[src/rtl/core_pkg.sv]
// core_pkg: shared fetch widths, reset PC default and the fetch buffer entry type
package core_pkg;
    localparam int XLEN = 32;
    localparam int INSTR_BYTES = 4;
    localparam logic [XLEN-1:0] RESET_PC_DEFAULT = 32'h0000_0000;
    typedef struct packed {
        logic [XLEN-1:0] pc;
        logic [XLEN-1:0] instr;
    } fetch_entry_t;
endpackage

[src/rtl/instr_fetch_if.sv]
// instr_fetch_if: imem, redirect and decode handshake bundle; master = fetch unit, slave = environment
interface instr_fetch_if;
    import core_pkg::*;
    logic [XLEN-1:0] imem_addr;
    logic [XLEN-1:0] imem_instr;
    logic            redirect_valid;
    logic [XLEN-1:0] redirect_pc;
    logic            out_valid;
    logic            out_ready;
    logic [XLEN-1:0] out_instr;
    logic [XLEN-1:0] out_pc;
    modport master (
        output imem_addr, out_valid, out_instr, out_pc,
        input  imem_instr, redirect_valid, redirect_pc, out_ready
    );
    modport slave (
        input  imem_addr, out_valid, out_instr, out_pc,
        output imem_instr, redirect_valid, redirect_pc, out_ready
    );
endinterface

[src/rtl/fetch_fifo.sv]
// fetch_fifo: sync FIFO of fetch_entry_t (clk, rst, i_push, i_pop, i_flush, i_data -> o_head, o_count)
module fetch_fifo
    import core_pkg::*;
#(
    parameter int DEPTH = 2
) (
    input  logic                     clk,
    input  logic                     rst,
    input  logic                     i_push,
    input  logic                     i_pop,
    input  logic                     i_flush,
    input  fetch_entry_t             i_data,
    output fetch_entry_t             o_head,
    output logic [$clog2(DEPTH):0]   o_count
);
    localparam int AW = $clog2(DEPTH);
    localparam int CW = AW + 1;
    fetch_entry_t   r_mem [DEPTH];
    logic [AW-1:0]  r_wptr;
    logic [AW-1:0]  r_rptr;
    logic [CW-1:0]  r_count;
    always_ff @(posedge clk) begin
        if (rst) begin
            for (int i = 0; i < DEPTH; i++) r_mem[i] <= '0;
            r_wptr  <= '0;
            r_rptr  <= '0;
            r_count <= '0;
        end else if (i_flush) begin
            r_wptr  <= '0;
            r_rptr  <= '0;
            r_count <= '0;
        end else begin
            if (i_push) begin
                r_mem[r_wptr] <= i_data;
                r_wptr        <= r_wptr + 1'b1;
            end
            if (i_pop) r_rptr <= r_rptr + 1'b1;
            r_count <= r_count + CW'(i_push) - CW'(i_pop);
        end
    end
    assign o_head  = r_mem[r_rptr];
    assign o_count = r_count;
endmodule

[src/rtl/instr_fetch.sv]
// instr_fetch: PC register and decode handshake over fetch_fifo (clk, rst, bus = instr_fetch_if.master)
module instr_fetch
    import core_pkg::*;
#(
    parameter logic [XLEN-1:0] RESET_PC   = RESET_PC_DEFAULT,
    parameter int              FIFO_DEPTH = 2
) (
    input  logic          clk,
    input  logic          rst,
    instr_fetch_if.master bus
);
    localparam int CW = $clog2(FIFO_DEPTH) + 1;
    localparam logic [CW-1:0] FULL = CW'(FIFO_DEPTH);
    logic [XLEN-1:0] r_pc;
    logic [CW-1:0]   w_count;
    logic            w_push;
    logic            w_pop;
    fetch_entry_t    w_head;
    assign bus.imem_addr = r_pc;
    assign bus.out_valid = (w_count != '0) && !bus.redirect_valid && !rst;
    assign w_pop         = bus.out_valid && bus.out_ready;
    assign w_push        = !bus.redirect_valid && ((w_count < FULL) || w_pop);
    assign bus.out_instr = w_head.instr;
    assign bus.out_pc    = w_head.pc;
    always_ff @(posedge clk) begin
        r_pc <= rst                ? RESET_PC :
                bus.redirect_valid ? (bus.redirect_pc & ~XLEN'(3)) :
                w_push             ? r_pc + XLEN'(INSTR_BYTES) : r_pc;
    end
    fetch_fifo #(.DEPTH(FIFO_DEPTH)) u_fifo (
        .clk     (clk),
        .rst     (rst),
        .i_push  (w_push),
        .i_pop   (w_pop),
        .i_flush (bus.redirect_valid),
        .i_data  ('{pc: r_pc, instr: bus.imem_instr}),
        .o_head  (w_head),
        .o_count (w_count)
    );
endmodule

[src/flat_wrapper.sv]
// flat-port wrapper written by rule: the top's interface ports become plain ports
module instr_fetch_flat import core_pkg::*;
#(
    parameter logic [XLEN-1:0] RESET_PC   = RESET_PC_DEFAULT,
    parameter int              FIFO_DEPTH = 2
)
  (clk, rst, bus_imem_addr, bus_out_valid, bus_out_instr, bus_out_pc, bus_imem_instr, bus_redirect_valid, bus_redirect_pc, bus_out_ready);
  instr_fetch_if bus_i ();
  input  logic clk;
  input  logic rst;
  output wire logic [$bits(bus_i.imem_addr)-1:0] bus_imem_addr;
  output wire logic [$bits(bus_i.out_valid)-1:0] bus_out_valid;
  output wire logic [$bits(bus_i.out_instr)-1:0] bus_out_instr;
  output wire logic [$bits(bus_i.out_pc)-1:0] bus_out_pc;
  input wire logic [$bits(bus_i.imem_instr)-1:0] bus_imem_instr;
  input wire logic [$bits(bus_i.redirect_valid)-1:0] bus_redirect_valid;
  input wire logic [$bits(bus_i.redirect_pc)-1:0] bus_redirect_pc;
  input wire logic [$bits(bus_i.out_ready)-1:0] bus_out_ready;
  assign bus_imem_addr = bus_i.imem_addr;
  assign bus_out_valid = bus_i.out_valid;
  assign bus_out_instr = bus_i.out_instr;
  assign bus_out_pc = bus_i.out_pc;
  assign bus_i.imem_instr = bus_imem_instr;
  assign bus_i.redirect_valid = bus_redirect_valid;
  assign bus_i.redirect_pc = bus_redirect_pc;
  assign bus_i.out_ready = bus_out_ready;
  instr_fetch #(.RESET_PC(RESET_PC), .FIFO_DEPTH(FIFO_DEPTH)) u_core (.clk(clk), .rst(rst), .bus(bus_i));
endmodule
[config.mk]
export PLATFORM = sky130hd
export DESIGN_NAME = instr_fetch_flat
export DESIGN_NICKNAME = d
export VERILOG_FILES = /design/src/rtl/core_pkg.sv /design/src/rtl/instr_fetch_if.sv /design/src/rtl/fetch_fifo.sv /design/src/rtl/instr_fetch.sv /design/src/flat_wrapper.sv
export SDC_FILE = /design/constraint.sdc
export NUM_CORES = 1
export LEC_CHECK = 0
export CELL_PAD_IN_SITES_DETAIL_PLACEMENT = 0
export CELL_PAD_IN_SITES_GLOBAL_PLACEMENT = 1
export CORE_ASPECT_RATIO = 1.25
export CORE_UTILIZATION = 44
export CTS_CLUSTER_DIAMETER = 200
export CTS_CLUSTER_SIZE = 10
export DETAILED_ROUTE_END_ITERATION = 10
export GPL_TIMING_DRIVEN = 0
export PLACE_DENSITY_LB_ADDON = 0.3
export SETUP_SLACK_MARGIN = 0.3
export SYNTH_ARGS = -nofsm -noshare
export SYNTH_HDL_FRONTEND = slang
export SYNTH_SLANG_ARGS = --single-unit
[constraint.sdc]
create_clock -name clk -period 10.7 [get_ports clk]
set_input_delay 1.07 -clock clk [delete_from_list [all_inputs] [get_ports clk]]
set_output_delay 1.07 -clock clk [all_outputs]
set_load 0.02 [all_outputs]
==> Yosys cells after proc, flatten, opt, wreduce, memory -nomap -nowiden <==
Memories as Yosys holds them, arrays and structs flattened. A register that Yosys moved wholly into a read port is not among the register bits.
Index checks and enable logic that the tools add are counted.
{ "op_classes": {"mux": 13, "n_lt_le_gt_ge": 1, "reduce_logical": 11, "n_addsub": 5} }
{ "ops": {"columns": ["cell", "n"], "rows": [
  ["32-bit two-way mux", 2],
  ["64-bit two-way mux", 1],
  ["64-bit OR reduction", 1],
  ["32-bit by 3-bit adder with 32-bit output (second input constant)", 1],
  ["1-bit two-way mux", 10],
  ["1-bit logical AND", 4],
  ["2-bit nonzero test", 2],
  ["1-bit adder (second input constant)", 2],
  ["2-bit by 1-bit adder with 2-bit output", 1],
  ["1-bit zero test", 2],
  ["2-bit < comparator (second input constant)", 1],
  ["2-bit OR reduction", 1],
  ["2-bit by 1-bit subtractor with 2-bit output", 1],
  ["1-bit logical OR", 1]
]} }
{ "word_totals": {"regBits": 36, "mem_count": 1, "mem_bits_rw": 128, "out_inout_bits": 97} }
{ "memory_table": {"columns": ["name", "words", "width", "read_ports", "rd_clocked_by_memory_dff", "write_ports", "line", "source"], "rows": [
  ["u_core.u_fifo.r_mem", 2, 64, 1, 1, 2, "fetch_fifo.sv:18", "fetch_entry_t r_mem [DEPTH];"]
]} }

==> Depth between registers and ports, before layout <==
Gate-level depths: netlist of run 1.
{ "depth": {"ltp_word": 12, "depth_mapped": 9, "mapped_depth_nobuf": 8} }

==> Modules after synthesis <==
A second synthesis of run 1 with hierarchy kept.
{ "hier_totals": {"hier_cells": 643, "hier_area_um2": 7896.3} }
{ "modules_own_cells": {"columns": ["module", "n_inst", "area_each_um2", "cells_each"], "rows": [
  ["fetch_fifo", 1, 5881.9, 378],
  ["instr_fetch", 1, 2014.4, 265]
]} }

==> Least setup slack after synthesis of run 1 <==
No wires, ideal clock.
{ "synth_timing": {"kind": "input-to-reg", "start": "input port rst", "end": "memory u_core.u_fifo.r_mem[0][0] (netlist bit), enable pin", "slack_ns": 3.683, "t_arrival_ns": 6.442, "path_stages": 4, "path_buffers": 1, "required_time_ns": 10.125, "path_cell_list": "clkbuf_1 -> nor3b_1 -> nor2_1 -> o31ai_1"} }
{ "synth_rtl": {"columns": ["element", "line", "source"], "rows": [
  ["from (decl)", "flat_wrapper.sv:10", "input logic rst;"],
  ["to (decl)", "fetch_fifo.sv:18", null]
]} }

==> Final worst setup path of run 1 <==
{ "layout_timing": {"start": "input port bus_redirect_valid", "end": "output port bus_out_valid"} }
{ "layout_between": {"elab_chain_cells": 3} }
{ "layout_rtl": {"columns": ["element", "line", "source"], "rows": [
  ["from (decl)", "flat_wrapper.sv:16", "input wire logic [$bits(bus_i.redirect_valid)-1:0] bus_redirect_valid;"],
  ["1-bit zero test", "instr_fetch.sv:20", "assign bus.out_valid = (w_count != '0) && !bus.redirect_valid && !rst;"],
  ["1-bit logical AND (2 in series)", "instr_fetch.sv:20", null],
  ["to (decl)", "flat_wrapper.sv:12", "output wire logic [$bits(bus_i.out_valid)-1:0] bus_out_valid;"]
]} }
Every way passes these cells.

==> flow_metrics.tcl, run 1 <==
set metrics [dict create \
    p_int_w 0.00111 \
    mostFrequentLayoutCells "158 x clkdlybuf4s50_1, 124 x edfxtp_1, 65 x and3_1" \
    track_usage_pct 23.7 \
    antenna_found_initial 0 \
    grt_pass1_wl_microns 31800 \
    die_area_sq_mm 0.0179 \
    synth_edf_count 124 \
    finalClockSkew_ns 0.0117 \
    switching_share_pct 26.4 \
    clock_latency_ns 0.42 \
    cts-root-buf "clkbuf_16" \
    drcViolationCount 0 \
    muxShareOfSynthArea_pct 9.15 \
    cts-resized-gates 0 \
    cts_sinks 159 \
    die_x_microns 120 \
    ys_types 61 \
    fin_hold_ws_ns 0.541 \
    mostFrequentLayoutCell "clkdlybuf4s50_1" \
    cp-end-kind "output port" \
    syn_to_final_growth_pct 32.7 \
    cp_top_family "buffers and inverters" \
    hold_class "reg2reg" \
    clock.fmax_ghz 0.218 \
    drv_cap 0 \
    drt-total-wl_microns 20800 \
    async_flop_share_pct 0 \
    synth_xor_area_share_pct 1.03 \
    final_nets 887 \
    hp-start "u_core.u_fifo.r_rptr$_SDFFE_PP0P_" \
    synth-compound-area-share_pct 7.52 \
    timing.rr.end "u_core.u_fifo.r_mem[0][44]$_SDFFCE_PN0P_" \
    final_hold_viol_count 0 \
    cts_inserted_buffers 17 \
    crit_required_ns 9.63 \
    grt_max_degree 63 \
    post-route-period-util_pct 42.8 \
    synth-simple-area-share_pct 20.0 \
    cp_data_arrival_time_ns 3.51 \
    ff2ff_path_depth 6 \
    ys_seq_area_share_pct 58.0 \
    wl_per_cell_microns 19.8 \
    synth_warnings 0 \
    worst_pin_slew_ns 0.969 \
    layout-drive-gt1-share_pct 13.9 \
    worstHoldPathCells 2 \
    startpoint_type "input port" \
    ir_drop_uv 90.8 \
    p_comb_share_pct 14.6 \
    power_w 0.00151 \
    critPathKind "in2out" \
    slowest_delay_ns 0.58 \
    rsz0062_at_grt "false" \
    synth_top_family_by_area "simple AND/OR/NAND/NOR gates" \
    period_minus_slack_ns 4.58 \
    design.core.area_sq_mm 0.0169 \
    initialDrtViolationCount 441 \
    grt_pass1_vias 5992 \
    placed_area_sq_mm 0.00959 \
    dp_slack_ns 6.14 \
    antenna_cells 0 \
    setup_viol 0 \
    rows 53 \
    fin_ws_ns 6.12 \
    final_antenna_net_count 0 \
    synthAdderAreaFrac_pct 0.492 \
    power_switching_w 0.000398 \
    regToRegStartpoint "u_core.u_fifo.o_count[1]$_SDFF_PP0_" \
    relSlewSlack_pct 35.3 \
    critPathSlowestCell "clkdlybuf4s50_1" \
    p_per_area_mw_per_mm2 149 \
    pin_count 165 \
    cts_hold_buf 0 \
    synthCells 633 \
    io_buffer_count 158 \
    final_cell_area_sq_mm 0.0101 \
    initial_core_util_pct 45.1 \
    dp_hpwl_microns 14900 \
    path_max_fanout 10 \
    cts.clk_slew.worst_paths_ns 0.06 \
    fin_setup_tns_ns 0 \
    vias 5901 \
    die_h_microns 149 \
    clock_power_share_pct 37.1 \
    tritoncts "built" \
    crit_path_cell_trace "clkdlybuf4s50_1, buf_2, or2_1, clkbuf_1, clkbuf_1, a21oi_1, clkdlybuf4s50_1" \
    grt.overflow.total 0 \
    synth_seq_cells 159 \
    netlist_area_sq_mm 0.00763 \
    whs_endpoint "u_core.u_fifo.r_rptr$_SDFFE_PP0P_" \
    status "finished, final reports clean" \
    gp_congestion 0.875 \
    htree_num_levels 4 \
    cts_setup_buffers 0 \
    crit_buf_inv 5 \
    synth_top_flop_cell "edfxtp_1" \
    firstDrtPassIters 4 \
    timing.reg2reg.setup_slack_ns 8.01 \
    cts_buffer_depth 2 \
    syn_avg_cell_area_sq_um 12.1 \
    drt-vias-per-instance 5.63 \
    power_frac_seq_pct 48.4 \
    p_leak_nw 3.82 \
    finalMaxSlewViolations 0 \
]
==> metrics by stage <==
step	util, %	std cells
6_report	59.9	1049
5_1_grt	59.9	1049
4_1_cts	59.9	1049
3_5_place_dp	56.7	1017
3_3_place_gp	56.2	1014
2_1_floorplan	-	636
==> power groups by stage <==
stage	Sequential (W)	Combinational [W]	Clock, W
2_1_floorplan	0.000746	0.000101	0
3_3_place_gp	0.000745	0.000213	0
3_5_place_dp	0.000743	0.000220	0
4_1_cts	0.000730	0.000222	0.000568
5_1_grt	0.000734	0.000234	0.000590
6_report	0.000730	0.000220	0.000559
==> registers in the layout, summed over array words and instances (netlist names), named ones only <==
name,count
u_core.u_fifo.r_mem,124
u_core.bus.imem_addr,30
u_core.u_fifo.r_wptr,1
u_core.u_fifo.o_count,2
u_core.u_fifo.r_rptr,1
==> worst reg2reg max path: stages, from the launching register on <==
cell and delay, ns:
dfxtp_1 0.34, buf_1 0.26, inv_1 0.31, nor2_1 0.20, o31ai_4 0.81, buf_8 0.29, buf_16 0.19
==> logic make-up (layout without fill, tap and decap cells) <==
group / count (synthesis) / count (layout)
compound gates: 74 / 74
xor+xnor: 9 / 9
fa+ha+maj: 3 / 3
buf+inv: 69 / 262
flops: 159 / 159
mux: 62 / 62
other cells: 1 / 4
simple gates: 256 / 256
==> synthesized netlist by cell type (all sizes together) (3+ instances only) <==
cell / number / area [sq um]
or3: 8 / 50.1
and2: 59 / 369
nor4: 13 / 81.3
edfxtp: 124 / 3720
mux2: 62 / 698
xnor2: 8 / 70.1
dfxtp: 35 / 701
a2111oi: 3 / 38.8
nand3: 15 / 80.1
buf: 12 / 75.1
a21oi: 5 / 25.0
nand2: 20 / 75.1
inv: 12 / 45.0
a211oi: 10 / 75.1
o21ai: 12 / 67.6
or4: 8 / 60.1
nor3: 4 / 25.0
nor2: 28 / 105
ha: 3 / 37.5
and4: 5 / 43.8
and3: 65 / 407
a311oi: 12 / 105
nand4: 15 / 100
clkbuf: 45 / 170
nand3b: 3 / 22.5
a31oi: 4 / 25.0
o31ai: 11 / 82.6
==> how the worst max path moves through the flow <==
stage                     slack, ns  cells past startpoint                                       end          startpoint
after floorplan                3.68                      4   u_core.u_fifo.r_mem[0][0]$_SDFFCE_PN0P_                 rst
after global placement         0.20                      5  u_core.u_fifo.r_mem[0][48]$_SDFFCE_PN0P_                 rst
after detailed placement       6.14                      7                             bus_out_valid  bus_redirect_valid
after CTS                      6.11                      7                             bus_out_valid  bus_redirect_valid
after global routing           5.96                      7                             bus_out_valid  bus_redirect_valid
final                          6.12                      7                             bus_out_valid  bus_redirect_valid
==> final cells by class <==
cell class,count,area [sq um]
Buffer,57,245
Clock buffer,18,429
Sequential cell,159,4420
Multi-Input combinational cell,408,2950
Fill cell,1387,6780
Tap cell,220,275
Clock inverter,14,111
Inverter,12,45.0
Timing Repair Buffer,161,1650
==> metal layers <==
layer,global-route usage [%],up-vias,wire [microns]
li1,-,2765,-
met4,7.19,0,369
met2,42.8,211,10900
met3,4.74,22,1040
met1,28.2,2903,8510
met5,0,-,0
(Power assumes the default switching activity.)
==> inputs of run 2 (changes only) <==
--- a/config.mk
+++ b/config.mk
@@ -8,7 +8,7 @@
 export CELL_PAD_IN_SITES_DETAIL_PLACEMENT = 0
 export CELL_PAD_IN_SITES_GLOBAL_PLACEMENT = 1
 export CORE_ASPECT_RATIO = 1.25
-export CORE_UTILIZATION = 44
+export CORE_UTILIZATION = 37
 export CTS_CLUSTER_DIAMETER = 200
 export CTS_CLUSTER_SIZE = 10
 export DETAILED_ROUTE_END_ITERATION = 10
==> constraint.sdc (replaced) <==
create_clock -name clk -period 3.98 [get_ports clk]
set_input_delay 0.398 -clock clk [delete_from_list [all_inputs] [get_ports clk]]
set_output_delay 0.398 -clock clk [all_outputs]
set_load 0.02 [all_outputs]
==> flow_metrics.tcl, run 2 (synthesized netlist as in run 1, its figures left out) <==
set metrics [dict create \
    drcViolationCount 0 \
    cts_setup_buffers 0 \
    finalMaxSlewViolations 0 \
    ir_drop_uv 316 \
    drv_cap 0 \
    top_layer_used "met4" \
    rows 58 \
    setup_viol 0 \
    antenna_cells 0 \
    crit_buf_inv 4 \
    timing.rr.end "u_core.u_fifo.r_mem[0][41]$_SDFFCE_PN0P_" \
    startpoint_type "input port" \
    worstHoldPathCells 2 \
    top_register "u_core.u_fifo.r_mem" \
    dp_hpwl_microns 15700 \
    initial_core_util_pct 37.8 \
    antenna_found_initial 0 \
    slowest_delay_ns 0.77 \
    p_leak_nw 3.87 \
    crit_required_ns 4.10 \
    cp_top_family "buffers and inverters" \
    path_max_fanout 17 \
    die_area_sq_mm 0.0212 \
    initialDrtViolationCount 362 \
    cts-resized-gates 0 \
    clock.fmax_ghz 0.306 \
    hold_class "reg2reg" \
    status "finished, final reports clean" \
    cts_sinks 159 \
    tritoncts "built" \
    cp-end-kind "flip-flop" \
    die_h_microns 163 \
    hp-start "u_core.u_fifo.r_rptr$_SDFFE_PP0P_" \
    placed_area_sq_mm 0.00966 \
    final_nets 888 \
    wl_per_cell_microns 19.9 \
    largest_reg_flops 124 \
    grt.overflow.total 0 \
    p_per_area_mw_per_mm2 421 \
    final_cell_area_sq_mm 0.0103 \
    die_x_microns 130 \
    vias 5845 \
    track_usage_pct 21.1 \
    design.core.area_sq_mm 0.0202 \
    final_antenna_net_count 0 \
    crit_path_cell_trace "clkdlybuf4s50_1, clkbuf_1, nor3b_1, nor2_1, o31ai_4, buf_8, buf_16" \
    firstDrtPassIters 5 \
    drt-vias-per-instance 5.31 \
    regToRegStartpoint "u_core.u_fifo.o_count[1]$_SDFF_PP0_" \
    htree_num_levels 4 \
    finalClockSkew_ns 0.0119 \
    cts.clk_slew.worst_paths_ns 0.06 \
    mostFrequentLayoutCells "158 x clkdlybuf4s50_1, 124 x edfxtp_1, 65 x and3_1" \
    period_minus_slack_ns 3.26 \
    layout-drive-gt1-share_pct 13.9 \
    timing.reg2reg.setup_slack_ns 1.39 \
    final_hold_viol_count 0 \
    critPathSlowestCell "nor3b_1" \
    rsz0062_at_grt "false" \
    cp_data_arrival_time_ns 3.39 \
    fin_setup_tns_ns 0 \
    gp_congestion 0.895 \
    cts_buffer_depth 2 \
    io_buffer_count 158 \
    cts_hold_buf 0 \
    pin_count 165 \
    mostFrequentLayoutCell "clkdlybuf4s50_1" \
    ff2ff_path_depth 6 \
    post-route-period-util_pct 82.0 \
    grt_max_degree 63 \
    wl_met3_microns 908 \
    drt-total-wl_microns 21900 \
    clock_latency_ns 0.42 \
    critPathKind "in2reg" \
    syn_to_final_growth_pct 34.9 \
    met2_length_microns 11300 \
    grt_pass1_wl_microns 33300 \
    cts_inserted_buffers 17 \
    whs_endpoint "u_core.u_fifo.r_rptr$_SDFFE_PP0P_" \
    met1_length_microns 9200 \
    cts-root-buf "clkbuf_16" \
    worst_pin_slew_ns 0.901 \
    power_w 0.00434 \
    grt_pass1_vias 6031 \
    relSlewSlack_pct 39.9 \
]
run 2: cell count changes in the layout (fill, tap and decap cells not counted):
cell,delta
clkinvlp_4,-2
inv_6,-1
buf_8,+2
bufinv_16,+5
buf_16,-1
inv_8,-2
clkinv_1,+1
clkinv_2,-1
run 2: worst max path at each step:
| stage | from | to | slack (ns) | cells past startpoint |
|---|---|---|---|---|
| after floorplan | rst | u_core.u_fifo.r_mem[0][0]$_SDFFCE_PN0P_ | 0.74 | 4 |
| after global placement | rst | u_core.u_fifo.r_mem[0][45]$_SDFFCE_PN0P_ | -1.20 | 5 |
| after detailed placement | rst | u_core.u_fifo.r_mem[0][49]$_SDFFCE_PN0P_ | 0.30 | 7 |
| after CTS | rst | u_core.u_fifo.r_mem[0][37]$_SDFFCE_PN0P_ | 0.71 | 7 |
| final | rst | u_core.u_fifo.r_mem[0][41]$_SDFFCE_PN0P_ | 0.72 | 7 |
| after global routing | rst | u_core.u_fifo.r_mem[0][41]$_SDFFCE_PN0P_ | 0.56 | 7 |
run 2: per-layer routing:
layer,vias up,global-route usage (%)
met3,25,3.55
met2,182,36.9
met5,-,0
met1,2870,25.6
met4,0,7.99
li1,2768,-
run 2: cell type report:
class / count / area (sq um)
Fill cell: 1851 / 9870
Sequential cell: 159 / 4420
Multi-Input combinational cell: 408 / 2950
Timing Repair Buffer: 162 / 1650
Clock buffer: 18 / 429
Tap cell: 270 / 338
Buffer: 57 / 245
Clock inverter: 14 / 214
Inverter: 12 / 45.0
run 2: power by group:
part           leakage (nW)  internal [W]  switching [W]
clock                 0.298       0.00111       0.000667
sequential             1.61       0.00190      0.0000653
combinational          1.96      0.000281       0.000316
total                  3.87       0.00329        0.00105
run 2: metrics by stage:
step                      worst slack [ns]  std cells  hold slack (ns)  utilization [%]
final                                0.715       1100            0.529             51.1
after global routing                 0.556       1100            0.548             51.1
after CTS                            0.712       1100            0.518             51.1
after detailed placement             0.303       1068            0.505             47.9
after global placement               -1.20       1064            0.497             47.5
after floorplan                      0.735        636            0.481                -
run 2: worst register-to-register path: cells and delay by family, from the launching register on:
kind | cells | cell delay (ns)
buffers and inverters | 4 | 1.04
AOI/OAI and AO/OA | 1 | 0.71
and+or+nand+nor | 1 | 0.19
DFF | 1 | 0.34
==> inputs of run 3 (changes only) <==
==> constraint.sdc (replaced) <==
create_clock -name clk -period 2.6 [get_ports clk]
set_input_delay 0.26 -clock clk [delete_from_list [all_inputs] [get_ports clk]]
set_output_delay 0.26 -clock clk [all_outputs]
set_load 0.02 [all_outputs]
==> flow_metrics.tcl, run 3 (synthesized netlist as in run 1, its figures left out) <==
set metrics [dict create \
    antenna_found_initial 0 \
    placed_area_sq_mm 0.00971 \
    placed_cells 1068 \
    final_antenna_net_count 0 \
    crit_buf_inv 5 \
    cts_inserted_buffers 17 \
    cts_buffer_depth 2 \
    cts_hold_buf 0 \
    worst_pin_slew_ns 0.713 \
    setup_viol 0 \
    firstDrtPassIters 4 \
    gp_congestion 0.894 \
    crit_path_frequent_cell "buf_4" \
    critPathKind "in2out" \
    period_minus_slack_ns 2.21 \
    tritoncts "built" \
    drcViolationCount 0 \
    cp_top_family "buffers and inverters" \
    die_x_microns 130 \
    pin_count 165 \
    crit_path_cell_trace "clkdlybuf4s50_1, buf_4, or2_1, buf_2, buf_4, a21oi_2, clkdlybuf4s15_2" \
    die_h_microns 163 \
    initialDrtViolationCount 309 \
    finalMaxSlewViolations 0 \
    rows 58 \
    antenna_cells 0 \
    grt_max_degree 32 \
    regToRegStartpoint "u_core.bus.imem_addr[10]$_SDFFE_PP0P_" \
    vias 5911 \
    timing.rr.end "u_core.bus.imem_addr[31]$_SDFFE_PP0P_" \
    grt.overflow.total 0 \
    ff2ff_path_depth 5 \
    post-route-period-util_pct 85.2 \
    timing.reg2reg.setup_slack_ns 0.44 \
    clock.fmax_ghz 0.452 \
    io_buffer_count 158 \
    top_register "u_core.u_fifo.r_mem" \
    cts.clk_slew.worst_paths_ns 0.07 \
    regArea_sq_mm 0.00442 \
    cp-end-kind "output port" \
    drv_cap 0 \
    cp_data_arrival_time_ns 1.95 \
    die_area_sq_mm 0.0212 \
    finalClockSkew_ns 0.00927 \
    layout-drive-gt1-share_pct 17.0 \
    final_cells 1103 \
    grt_pass1_vias 6191 \
    cts-root-buf "clkbuf_16" \
    track_usage_pct 21.2 \
    largest_reg_flops 124 \
    htree_num_levels 4 \
    initial_core_util_pct 37.8 \
    critPathSlowestCell "clkdlybuf4s50_1" \
    worstHoldPathCells 3 \
    hold_class "in2reg" \
    final_nets 891 \
    crit_required_ns 2.34 \
    hp-start "bus_redirect_pc[2]" \
    path_max_fanout 10 \
    mostFrequentLayoutCell "edfxtp_1" \
    whs_endpoint "u_core.bus.imem_addr[2]$_SDFFE_PP0P_" \
    p_leak_nw 4.16 \
    relSlewSlack_pct 52.5 \
    grt_pass1_wl_microns 33500 \
    clock_latency_ns 0.43 \
    final_hold_viol_count 0 \
    mostFrequentLayoutCells "124 x edfxtp_1, 97 x clkdlybuf4s50_1, 65 x and3_1" \
    slowest_delay_ns 0.44 \
    design.core.area_sq_mm 0.0202 \
    multi_input_area_sq_mm 0.00304 \
    fillers 1860 \
    drt-total-wl_microns 21900 \
    wl_per_cell_microns 19.9 \
    ir_drop_uv 446 \
    status "finished, final reports clean" \
    cts_sinks 159 \
    final_cell_area_sq_mm 0.0104 \
    startpoint_type "input port" \
    rsz0062_at_grt "false" \
    dp_hpwl_microns 15600 \
    syn_to_final_growth_pct 36.0 \
    p_per_area_mw_per_mm2 614 \
    drt-vias-per-instance 5.36 \
]
run 3: cell types whose count changed in the layout (fill, tap and decap cells not counted), sizes merged, moves of 2 or more:
| cell | previous run | this run |
|---|---|---|
| inv | 14 | 16 |
| clkbuf | 63 | 60 |
| buf | 16 | 19 |
| bufinv | 5 | 2 |
| nand2 | 20 | 22 |
| clkdlybuf4s50 | 158 | 97 |
| dlygate4sd2 | 0 | 59 |
run 3: routing by layer:
metal / share of wire (%) / routed length, microns / up-vias / track usage, %
li1: - / - / 2778 / -
met1: 41 / 9070 / 2874 / 25.7
met2: 51 / 11100 / 225 / 36.6
met3: 5.6 / 1230 / 34 / 4.11
met4: 2.5 / 544 / 0 / 8.83
met5: 0 / 0 / - / 0
run 3: repair_timing:
| action | in CTS | in global routing |
|---|---|---|
| cloned | 1 | 1 |
| pin swaps | 2 | 1 |
| setup endpoints to repair | 271 | 67 |
| setup buffers | 1 | 0 |
| gates resized for setup | 94 | 8 |
run 3: worst max-delay path by stage:
stage	startpoint	to	slack, ns	cells after the start
final	bus_redirect_valid	bus_out_valid	0.39	7
after global routing	bus_redirect_valid	bus_out_valid	0.32	7
after CTS	flip-flop	bus_out_pc[18]	0.23	4
after detailed placement	bus_redirect_valid	u_core.u_fifo.r_mem[1][29]$_SDFFCE_PN0P_	-0.60	8
after global placement	rst	u_core.u_fifo.r_mem[0][44]$_SDFFCE_PN0P_	-1.81	5
after floorplan	rst	u_core.u_fifo.r_mem[0][0]$_SDFFCE_PN0P_	-0.29	4
run 3: area by class of cell:
cell class | instances | area share (%)
flip-flops and latches | 159 | 42.6
clock inverters | 15 | 1.53
multi-input cells | 410 | 29.3
clock buffers | 17 | 4.10
plain buffers | 57 | 3.31
repair buffers | 163 | 15.4
well taps | 270 | 3.25
inverters | 12 | 0.434
run 3: per-stage QoR:
| step | setup WS [ns] | hold WS (ns) | setup TNS (ns) | util [%] | total power [W] |
|---|---|---|---|---|---|
| 6_report | 0.385 | 0.393 | 0 | 51.5 | 0.00638 |
| 5_1_grt | 0.319 | 0.431 | 0 | 51.5 | 0.00660 |
| 4_1_cts | 0.227 | 0.382 | 0 | 51.3 | 0.00640 |
| 3_5_place_dp | -0.597 | 0.504 | -71.02 | 48.1 | 0.00399 |
| 3_3_place_gp | -1.81 | 0.499 | -161.44 | 47.7 | 0.00395 |
| 2_1_floorplan | -0.286 | 0.405 | -17.73 | - | 0.00349 |
run 3: report_power, final:
part	internal, W	switching (W)	total (W)
registers	0.00290	0.000100	0.00300
clock network	0.00142	0.00107	0.00249
logic	0.000394	0.000489	0.000882
total	0.00472	0.00166	0.00638
run 3: tightest hold or removal path, delay by kind of cell:
kind                   cells  cell delay, ns
buffers and inverters      1            0.39
AND/OR/NAND/NOR            1            0.07
AO/OA/AOI/OAI              1            0.05
